[src/rtl/instr_decode_ctrl_pkg.sv]
// Shared constants for the decode-stage controller: instruction field layout,
// opcodes, FSM encoding and the registered ID/EX record.
package instr_decode_ctrl_pkg;

  localparam int INS_W  = 20;
  localparam int ADDR_W = 8;
  localparam int OPC_W  = 5;
  localparam int REG_W  = 3;
  localparam int IMM_W  = 8;

  localparam int OPC_LSB = 15;
  localparam int RD_LSB  = 12;
  localparam int RS_LSB  = 9;
  localparam int RT_LSB  = 6;
  localparam int IMM_LSB = 0;

  localparam logic [OPC_W-1:0] OP_NOP = 5'h00;
  localparam logic [OPC_W-1:0] OP_LD  = 5'h10;
  localparam logic [OPC_W-1:0] OP_ST  = 5'h11;
  localparam logic [OPC_W-1:0] OP_JMP = 5'h18;
  localparam logic [OPC_W-1:0] OP_HLT = 5'h1F;

  localparam logic [INS_W-1:0] NOP_WORD = '0;

  typedef enum logic {
    S_RUN  = 1'b0,
    S_HALT = 1'b1
  } state_e;

  // An all-zero record is a bubble: opcode NOP, zero fields, valid=0.
  typedef struct packed {
    logic              valid;
    logic [OPC_W-1:0]  opcode;
    logic [REG_W-1:0]  rd;
    logic [REG_W-1:0]  rs;
    logic [REG_W-1:0]  rt;
    logic [IMM_W-1:0]  imm;
    logic [ADDR_W-1:0] pc;
  } idex_t;

endpackage

[src/rtl/instr_decode_ctrl_if.sv]
// Fetch-side and execute-side signals of the decode controller.
// master = fetch/execute environment, slave = the decode controller.
interface instr_decode_ctrl_if;
  import instr_decode_ctrl_pkg::*;

  logic [INS_W-1:0]  ins;
  logic [ADDR_W-1:0] current_address;
  logic [ADDR_W-1:0] jmp_loc;
  logic              pc_mux_sel;
  logic              stall;
  logic              stall_pm;
  logic              id_valid;
  logic [OPC_W-1:0]  id_opcode;
  logic [REG_W-1:0]  id_rd;
  logic [REG_W-1:0]  id_rs;
  logic [REG_W-1:0]  id_rt;
  logic [IMM_W-1:0]  id_imm;
  logic [ADDR_W-1:0] id_pc;
  logic              halted;

  modport master (
    output ins, current_address,
    input  jmp_loc, pc_mux_sel, stall, stall_pm, id_valid, id_opcode,
           id_rd, id_rs, id_rt, id_imm, id_pc, halted
  );

  modport slave (
    input  ins, current_address,
    output jmp_loc, pc_mux_sel, stall, stall_pm, id_valid, id_opcode,
           id_rd, id_rs, id_rt, id_imm, id_pc, halted
  );

endinterface

[src/rtl/instr_field_decode.sv]
// Purely combinational split of a 20-bit instruction word into its fields
// plus the register-usage and control-class flags used for hazard detection.
module instr_field_decode
  import instr_decode_ctrl_pkg::*;
(
  input  logic [INS_W-1:0] word,
  output logic [OPC_W-1:0] opcode,
  output logic [REG_W-1:0] rd,
  output logic [REG_W-1:0] rs,
  output logic [REG_W-1:0] rt,
  output logic [IMM_W-1:0] imm,
  output logic             reads_rs,
  output logic             reads_rt,
  output logic             is_ld,
  output logic             is_jmp,
  output logic             is_hlt
);

  assign opcode = word[OPC_LSB +: OPC_W];
  assign rd     = word[RD_LSB  +: REG_W];
  assign rs     = word[RS_LSB  +: REG_W];
  assign rt     = word[RT_LSB  +: REG_W];
  assign imm    = word[IMM_LSB +: IMM_W];

  assign is_ld  = (opcode == OP_LD);
  assign is_jmp = (opcode == OP_JMP);
  assign is_hlt = (opcode == OP_HLT);

  assign reads_rs = (opcode != OP_NOP) && !is_jmp && !is_hlt;
  // R-type class is the opcode[4:3]==00 group; stores also read rt as data.
  assign reads_rt = (opcode[OPC_W-1 -: 2] == 2'b00) || (opcode == OP_ST);

endmodule

[src/rtl/instr_decode_ctrl.sv]
// Decode-stage controller: IF/ID and ID/EX registers, RUN/HALT FSM,
// unconditional-jump redirect and load-use stall generation.
module instr_decode_ctrl
  import instr_decode_ctrl_pkg::*;
(
  input  logic                clk,
  input  logic                reset,
  instr_decode_ctrl_if.slave  bus
);

  logic [INS_W-1:0]  ifid_ins_q, ifid_ins_d;
  logic [ADDR_W-1:0] ifid_pc_q, ifid_pc_d;
  logic              ifid_valid_q, ifid_valid_d;
  idex_t             idex_q, idex_d;
  logic              idex_is_ld_q, idex_is_ld_d;
  state_e            state_q, state_d;

  logic [OPC_W-1:0]  dec_opcode;
  logic [REG_W-1:0]  dec_rd, dec_rs, dec_rt;
  logic [IMM_W-1:0]  dec_imm;
  logic              dec_reads_rs, dec_reads_rt;
  logic              dec_is_ld, dec_is_jmp, dec_is_hlt;

  logic              halt_active;
  logic              load_use;
  logic              take_jmp;

  instr_field_decode u_decode (
    .word     (ifid_ins_q),
    .opcode   (dec_opcode),
    .rd       (dec_rd),
    .rs       (dec_rs),
    .rt       (dec_rt),
    .imm      (dec_imm),
    .reads_rs (dec_reads_rs),
    .reads_rt (dec_reads_rt),
    .is_ld    (dec_is_ld),
    .is_jmp   (dec_is_jmp),
    .is_hlt   (dec_is_hlt)
  );

  // All control decisions depend only on registered state, never on ins.
  assign halt_active = (state_q == S_HALT);
  assign load_use    = idex_q.valid && idex_is_ld_q && ifid_valid_q &&
                       ((dec_reads_rs && (dec_rs == idex_q.rd)) ||
                        (dec_reads_rt && (dec_rt == idex_q.rd)));
  assign take_jmp    = ifid_valid_q && dec_is_jmp && !halt_active && !load_use;

  always_comb begin
    state_d      = state_q;
    ifid_ins_d   = ifid_ins_q;
    ifid_pc_d    = ifid_pc_q;
    ifid_valid_d = ifid_valid_q;
    idex_d       = '0;
    idex_is_ld_d = 1'b0;

    if (!halt_active && !load_use) begin
      // The sequential fetch behind a taken jump is squashed into a bubble.
      if (take_jmp) begin
        ifid_ins_d   = NOP_WORD;
        ifid_pc_d    = '0;
        ifid_valid_d = 1'b0;
      end else begin
        ifid_ins_d   = bus.ins;
        ifid_pc_d    = bus.current_address;
        ifid_valid_d = 1'b1;
      end

      if (ifid_valid_q) begin
        idex_d.valid  = 1'b1;
        idex_d.opcode = dec_opcode;
        idex_d.rd     = dec_rd;
        idex_d.rs     = dec_rs;
        idex_d.rt     = dec_rt;
        idex_d.imm    = dec_imm;
        idex_d.pc     = ifid_pc_q;
        idex_is_ld_d  = dec_is_ld;
      end
    end

    if (!halt_active && ifid_valid_q && dec_is_hlt) begin
      state_d = S_HALT;
    end
  end

  always_ff @(posedge clk or negedge reset) begin
    if (!reset) begin
      ifid_ins_q   <= NOP_WORD;
      ifid_pc_q    <= '0;
      ifid_valid_q <= 1'b0;
      idex_q       <= '0;
      idex_is_ld_q <= 1'b0;
      state_q      <= S_RUN;
    end else begin
      ifid_ins_q   <= ifid_ins_d;
      ifid_pc_q    <= ifid_pc_d;
      ifid_valid_q <= ifid_valid_d;
      idex_q       <= idex_d;
      idex_is_ld_q <= idex_is_ld_d;
      state_q      <= state_d;
    end
  end

  assign bus.stall      = halt_active || load_use;
  assign bus.stall_pm   = halt_active || load_use;
  assign bus.pc_mux_sel = !take_jmp;
  assign bus.jmp_loc    = take_jmp ? dec_imm : '0;
  assign bus.halted     = halt_active;

  assign bus.id_valid   = idex_q.valid;
  assign bus.id_opcode  = idex_q.opcode;
  assign bus.id_rd      = idex_q.rd;
  assign bus.id_rs      = idex_q.rs;
  assign bus.id_rt      = idex_q.rt;
  assign bus.id_imm     = idex_q.imm;
  assign bus.id_pc      = idex_q.pc;

endmodule
[src/flat_wrapper.sv]
// flat-port wrapper written by rule: the top's interface ports become plain ports
module instr_decode_ctrl_flat import instr_decode_ctrl_pkg::*;
  (clk, reset, bus_ins, bus_current_address, bus_jmp_loc, bus_pc_mux_sel, bus_stall, bus_stall_pm, bus_id_valid, bus_id_opcode, bus_id_rd, bus_id_rs, bus_id_rt, bus_id_imm, bus_id_pc, bus_halted);
  instr_decode_ctrl_if bus_i ();
  input  logic clk;
  input  logic reset;
  input wire logic [$bits(bus_i.ins)-1:0] bus_ins;
  input wire logic [$bits(bus_i.current_address)-1:0] bus_current_address;
  output wire logic [$bits(bus_i.jmp_loc)-1:0] bus_jmp_loc;
  output wire logic [$bits(bus_i.pc_mux_sel)-1:0] bus_pc_mux_sel;
  output wire logic [$bits(bus_i.stall)-1:0] bus_stall;
  output wire logic [$bits(bus_i.stall_pm)-1:0] bus_stall_pm;
  output wire logic [$bits(bus_i.id_valid)-1:0] bus_id_valid;
  output wire logic [$bits(bus_i.id_opcode)-1:0] bus_id_opcode;
  output wire logic [$bits(bus_i.id_rd)-1:0] bus_id_rd;
  output wire logic [$bits(bus_i.id_rs)-1:0] bus_id_rs;
  output wire logic [$bits(bus_i.id_rt)-1:0] bus_id_rt;
  output wire logic [$bits(bus_i.id_imm)-1:0] bus_id_imm;
  output wire logic [$bits(bus_i.id_pc)-1:0] bus_id_pc;
  output wire logic [$bits(bus_i.halted)-1:0] bus_halted;
  assign bus_i.ins = bus_ins;
  assign bus_i.current_address = bus_current_address;
  assign bus_jmp_loc = bus_i.jmp_loc;
  assign bus_pc_mux_sel = bus_i.pc_mux_sel;
  assign bus_stall = bus_i.stall;
  assign bus_stall_pm = bus_i.stall_pm;
  assign bus_id_valid = bus_i.id_valid;
  assign bus_id_opcode = bus_i.id_opcode;
  assign bus_id_rd = bus_i.id_rd;
  assign bus_id_rs = bus_i.id_rs;
  assign bus_id_rt = bus_i.id_rt;
  assign bus_id_imm = bus_i.id_imm;
  assign bus_id_pc = bus_i.id_pc;
  assign bus_halted = bus_i.halted;
  instr_decode_ctrl u_core (.clk(clk), .reset(reset), .bus(bus_i));
endmodule
[config.mk]
export PLATFORM = sky130hd
export DESIGN_NAME = instr_decode_ctrl_flat
export DESIGN_NICKNAME = d
export VERILOG_FILES = /design/src/rtl/instr_decode_ctrl_pkg.sv /design/src/rtl/instr_decode_ctrl_if.sv /design/src/rtl/instr_field_decode.sv /design/src/rtl/instr_decode_ctrl.sv /design/src/flat_wrapper.sv
export SDC_FILE = /design/constraint.sdc
export NUM_CORES = 1
export LEC_CHECK = 0
export CORE_UTILIZATION = 40
export DETAILED_ROUTE_END_ITERATION = 16
export PLACE_DENSITY = 0.68
export SLEW_MARGIN = 30
export SYNTH_ARGS = -nofsm -noshare
export SYNTH_HDL_FRONTEND = slang
export SYNTH_SLANG_ARGS = --single-unit
export TNS_END_PERCENT = 20
[constraint.sdc]
create_clock -name clk -period 5.3 [get_ports clk]
set_clock_uncertainty 0.2 [all_clocks]
set_input_delay 1.06 -clock clk [delete_from_list [all_inputs] [get_ports clk]]
set_output_delay 1.06 -clock clk [all_outputs]
set_load 0.01 [all_outputs]
==> metrics.cfg <==
[outcome]
outcome = finished, final reports clean

[timing]
setup_viol = 0
slew_headroom = 0.410
rsz0062_at_grt = false
fin_ws_ps = 1090
setup_tns_ps = 0
layout_min_cycle_time_ps = 4210
slew_viol_final = 0
final-hold-violation-count = 0
timing.fmax_mhz = 238
post-route-period-util = 0.794
tightest_slew_ps = 879

[global_route]
grt_pass1_wl_um = 7730
use_met3 = 0.0478
use_met2 = 0.258
top_usage_layer = met2
grt_max_degree = 61
grt_overflow = 0
grt_use_total = 0.163
antenna_found_initial = 0
grt_use_met1 = 0.193
grt_pass1_vias = 1610

[cts]
clk_latency_ps = 330
cts_sinks = 60
cts_setup_buffers = 0
htreeDepth = 3
cts.path.max_buffers = 2
tritoncts = done
cts_root_buf = clkbuf_8
post_cts_resized = 0
numCtsBuffers = 9
postCtsHoldBufs = 0
cts.reportedPaths.clkPinSlew_ps = 70

[setup_path]
required_ps = 4040
r2r_end = u_core.ifid_ins_q[10]
start_kind = register
cp_max_fo = 32
endpoint_kind = primary output
crit_start = u_core.ifid_ins_q[17]
criticalPathCategory = reg -> out
crit_arrival_ps = 2950
crit_end = bus_jmp_loc[2]
ff2ff_setup_slack_ps = 2650
timing.rr.start = u_core.ifid_ins_q[17]
r2r_cells = 6

[floorplanning]
die_w_um = 81.6
die_h_um = 81.6
rows = 28
die_area_sq_mm = 0.00665
ios = 73
start_util = 0.420
core_sq_mm = 0.00603

[drt]
first_pass_iters = 4
wl_per_cell_um = 12.8
drtAntennaViolNets = 0
via_count = 1699
avgViaCountPerCell = 4.53
drt_iter0_markers = 58
drt-total-wl_um = 4790
drc = 0

[yosys]
yosysTopAreaCell = dfrtp_1
ys_ff_latch = 60
synthFlopType = dfrtp_1
synth_top_area_share = 0.593
synthCells = 220
ys_warn_count = 0
synth.net_count = 250
synth_seq_area_share = 0.593
synthTopCellsByArea = dfrtp_1, mux2i_1, and2_1
ys_types = 31
synthTopCellsByCount = dfrtp_1, inv_1, mux2i_1, and2_1, nand2_1
synthArstFlopShare = 1.00
synth-edff-count = 0
avgSynthCellArea_sq_um = 11.5
synth_area_sq_mm = 0.00253
yosysMostFrequentCell = dfrtp_1

[placement]
portBuffers = 72
hpwl_um = 3140
place_ws_ps = 1400
dp_cells = 359
gp_congestion = 0.677

[layout]
drive_gt1_frac = 0.0967
layoutNonFillerInstCount = 375
final_nets = 325
diodes = 0
area.growth.synth_to_final_pct = 39.3
nFillCells = 516

[power_and_ir_drop]
p_comb_frac = 0.373
p_sw_frac = 0.318
p_switching_uw = 642
internal_power_mw = 1.38
clkPwrFrac = 0.236
ir_worst_vdd_mv = 0.272
p_seq_frac = 0.391
cellPowerDensity_mw_per_mm2 = 572
p_total_mw = 2.02
leakagePower_nw = 1.72

[run]
maxCapViolCount = 0

[hold_path]
min_path_type = reg -> reg

[layer usage]
metal | share of wire | vias to the layer above
met5 | 0 | -
met4 | 0.027 | 0
met3 | 0.062 | 9
met2 | 0.49 | 47
met1 | 0.42 | 812
li1 | - | 831
[worst min-delay path by stage]
stage	startpoint	to	slack (ps)	depth (start not counted)
final	u_core.ifid_ins_q[13]	u_core.bus.id_rd[1]	270	1
after global routing	u_core.ifid_ins_q[13]	u_core.bus.id_rd[1]	290	1
after CTS	u_core.ifid_ins_q[13]	u_core.bus.id_rd[1]	280	1
after detailed placement	u_core.ifid_ins_q[13]	u_core.bus.id_rd[1]	260	1
after global placement	u_core.ifid_ins_q[1]	u_core.bus.id_imm[1]	260	1
after floorplan	u_core.ifid_ins_q[0]	u_core.bus.id_imm[0]	250	1
[placed cells by master (no fill, tap or decap), types with 3 or more instances in the layout]
cell,n
mux2i_1,28
inv_1,31
dfrtp_1,60
nor2_1,8
and2_1,27
xor2_1,6
nand2_1,27
clkbuf_8,12
buf_4,3
clkdlybuf4s50_1,71
[critical path, stage by stage, from the launching register on]
cell and delay [ps]:
dfrtp_1 430, nor3_1 300, and4_1 290, clkinv_1 700, nor2_1 300, clkdlybuf4s50_1 570
[cell families after synthesis]
logic type | synth area share
AO/OA/AOI/OAI | 0.0311
buffers and inverters | 0.0894
XOR/XNOR | 0.0242
multiplexers | 0.111
AND/OR/NAND/NOR | 0.152
flip-flops | 0.593
[area by class of cell]
| cell class | count | area, sq um | area share |
|---|---|---|---|
| Multi-Input combinational cell | 116 | 827 | 0.234 |
| Tap cell | 75 | 93.8 | 0.0266 |
| Inverter | 32 | 120 | 0.0341 |
| Sequential cell | 60 | 1500 | 0.426 |
| Timing Repair Buffer | 76 | 749 | 0.212 |
| Clock inverter | 4 | 70.1 | 0.0199 |
| Clock buffer | 12 | 165 | 0.0468 |
[per-stage QoR]
stage	utilization	hold WS, ps	area [sq um]
after floorplan	-	254	2530
after global placement	0.544	260	3280
after detailed placement	0.546	265	3290
after CTS	0.585	277	3530
after global routing	0.585	290	3530
final	0.585	272	3530
[state kept, by name (all words and copies together), names as in the netlist]
register and count:
u_core.bus.halted 1, u_core.bus.id_imm 6, u_core.bus.id_opcode 5, u_core.bus.id_pc 8, u_core.bus.id_rd 3, u_core.bus.id_rs 3
u_core.bus.id_rt 3, u_core.bus.id_valid 1, u_core.idex_is_ld_q 1, u_core.ifid_ins_q 20, u_core.ifid_pc_q 8, u_core.ifid_valid_q 1
[power by group through the flow]
| stage | Sequential (mW) | Combinational [mW] | Clock [mW] |
|---|---|---|---|
| after floorplan | 0.818 | 0.425 | 0 |
| after global placement | 0.791 | 0.738 | 0 |
| after detailed placement | 0.797 | 0.764 | 0 |
| after CTS | 0.791 | 0.766 | 0.487 |
| after global routing | 0.816 | 0.832 | 0.509 |
| final | 0.789 | 0.752 | 0.477 |
Note: power is estimated with default switching activity, not from simulation.
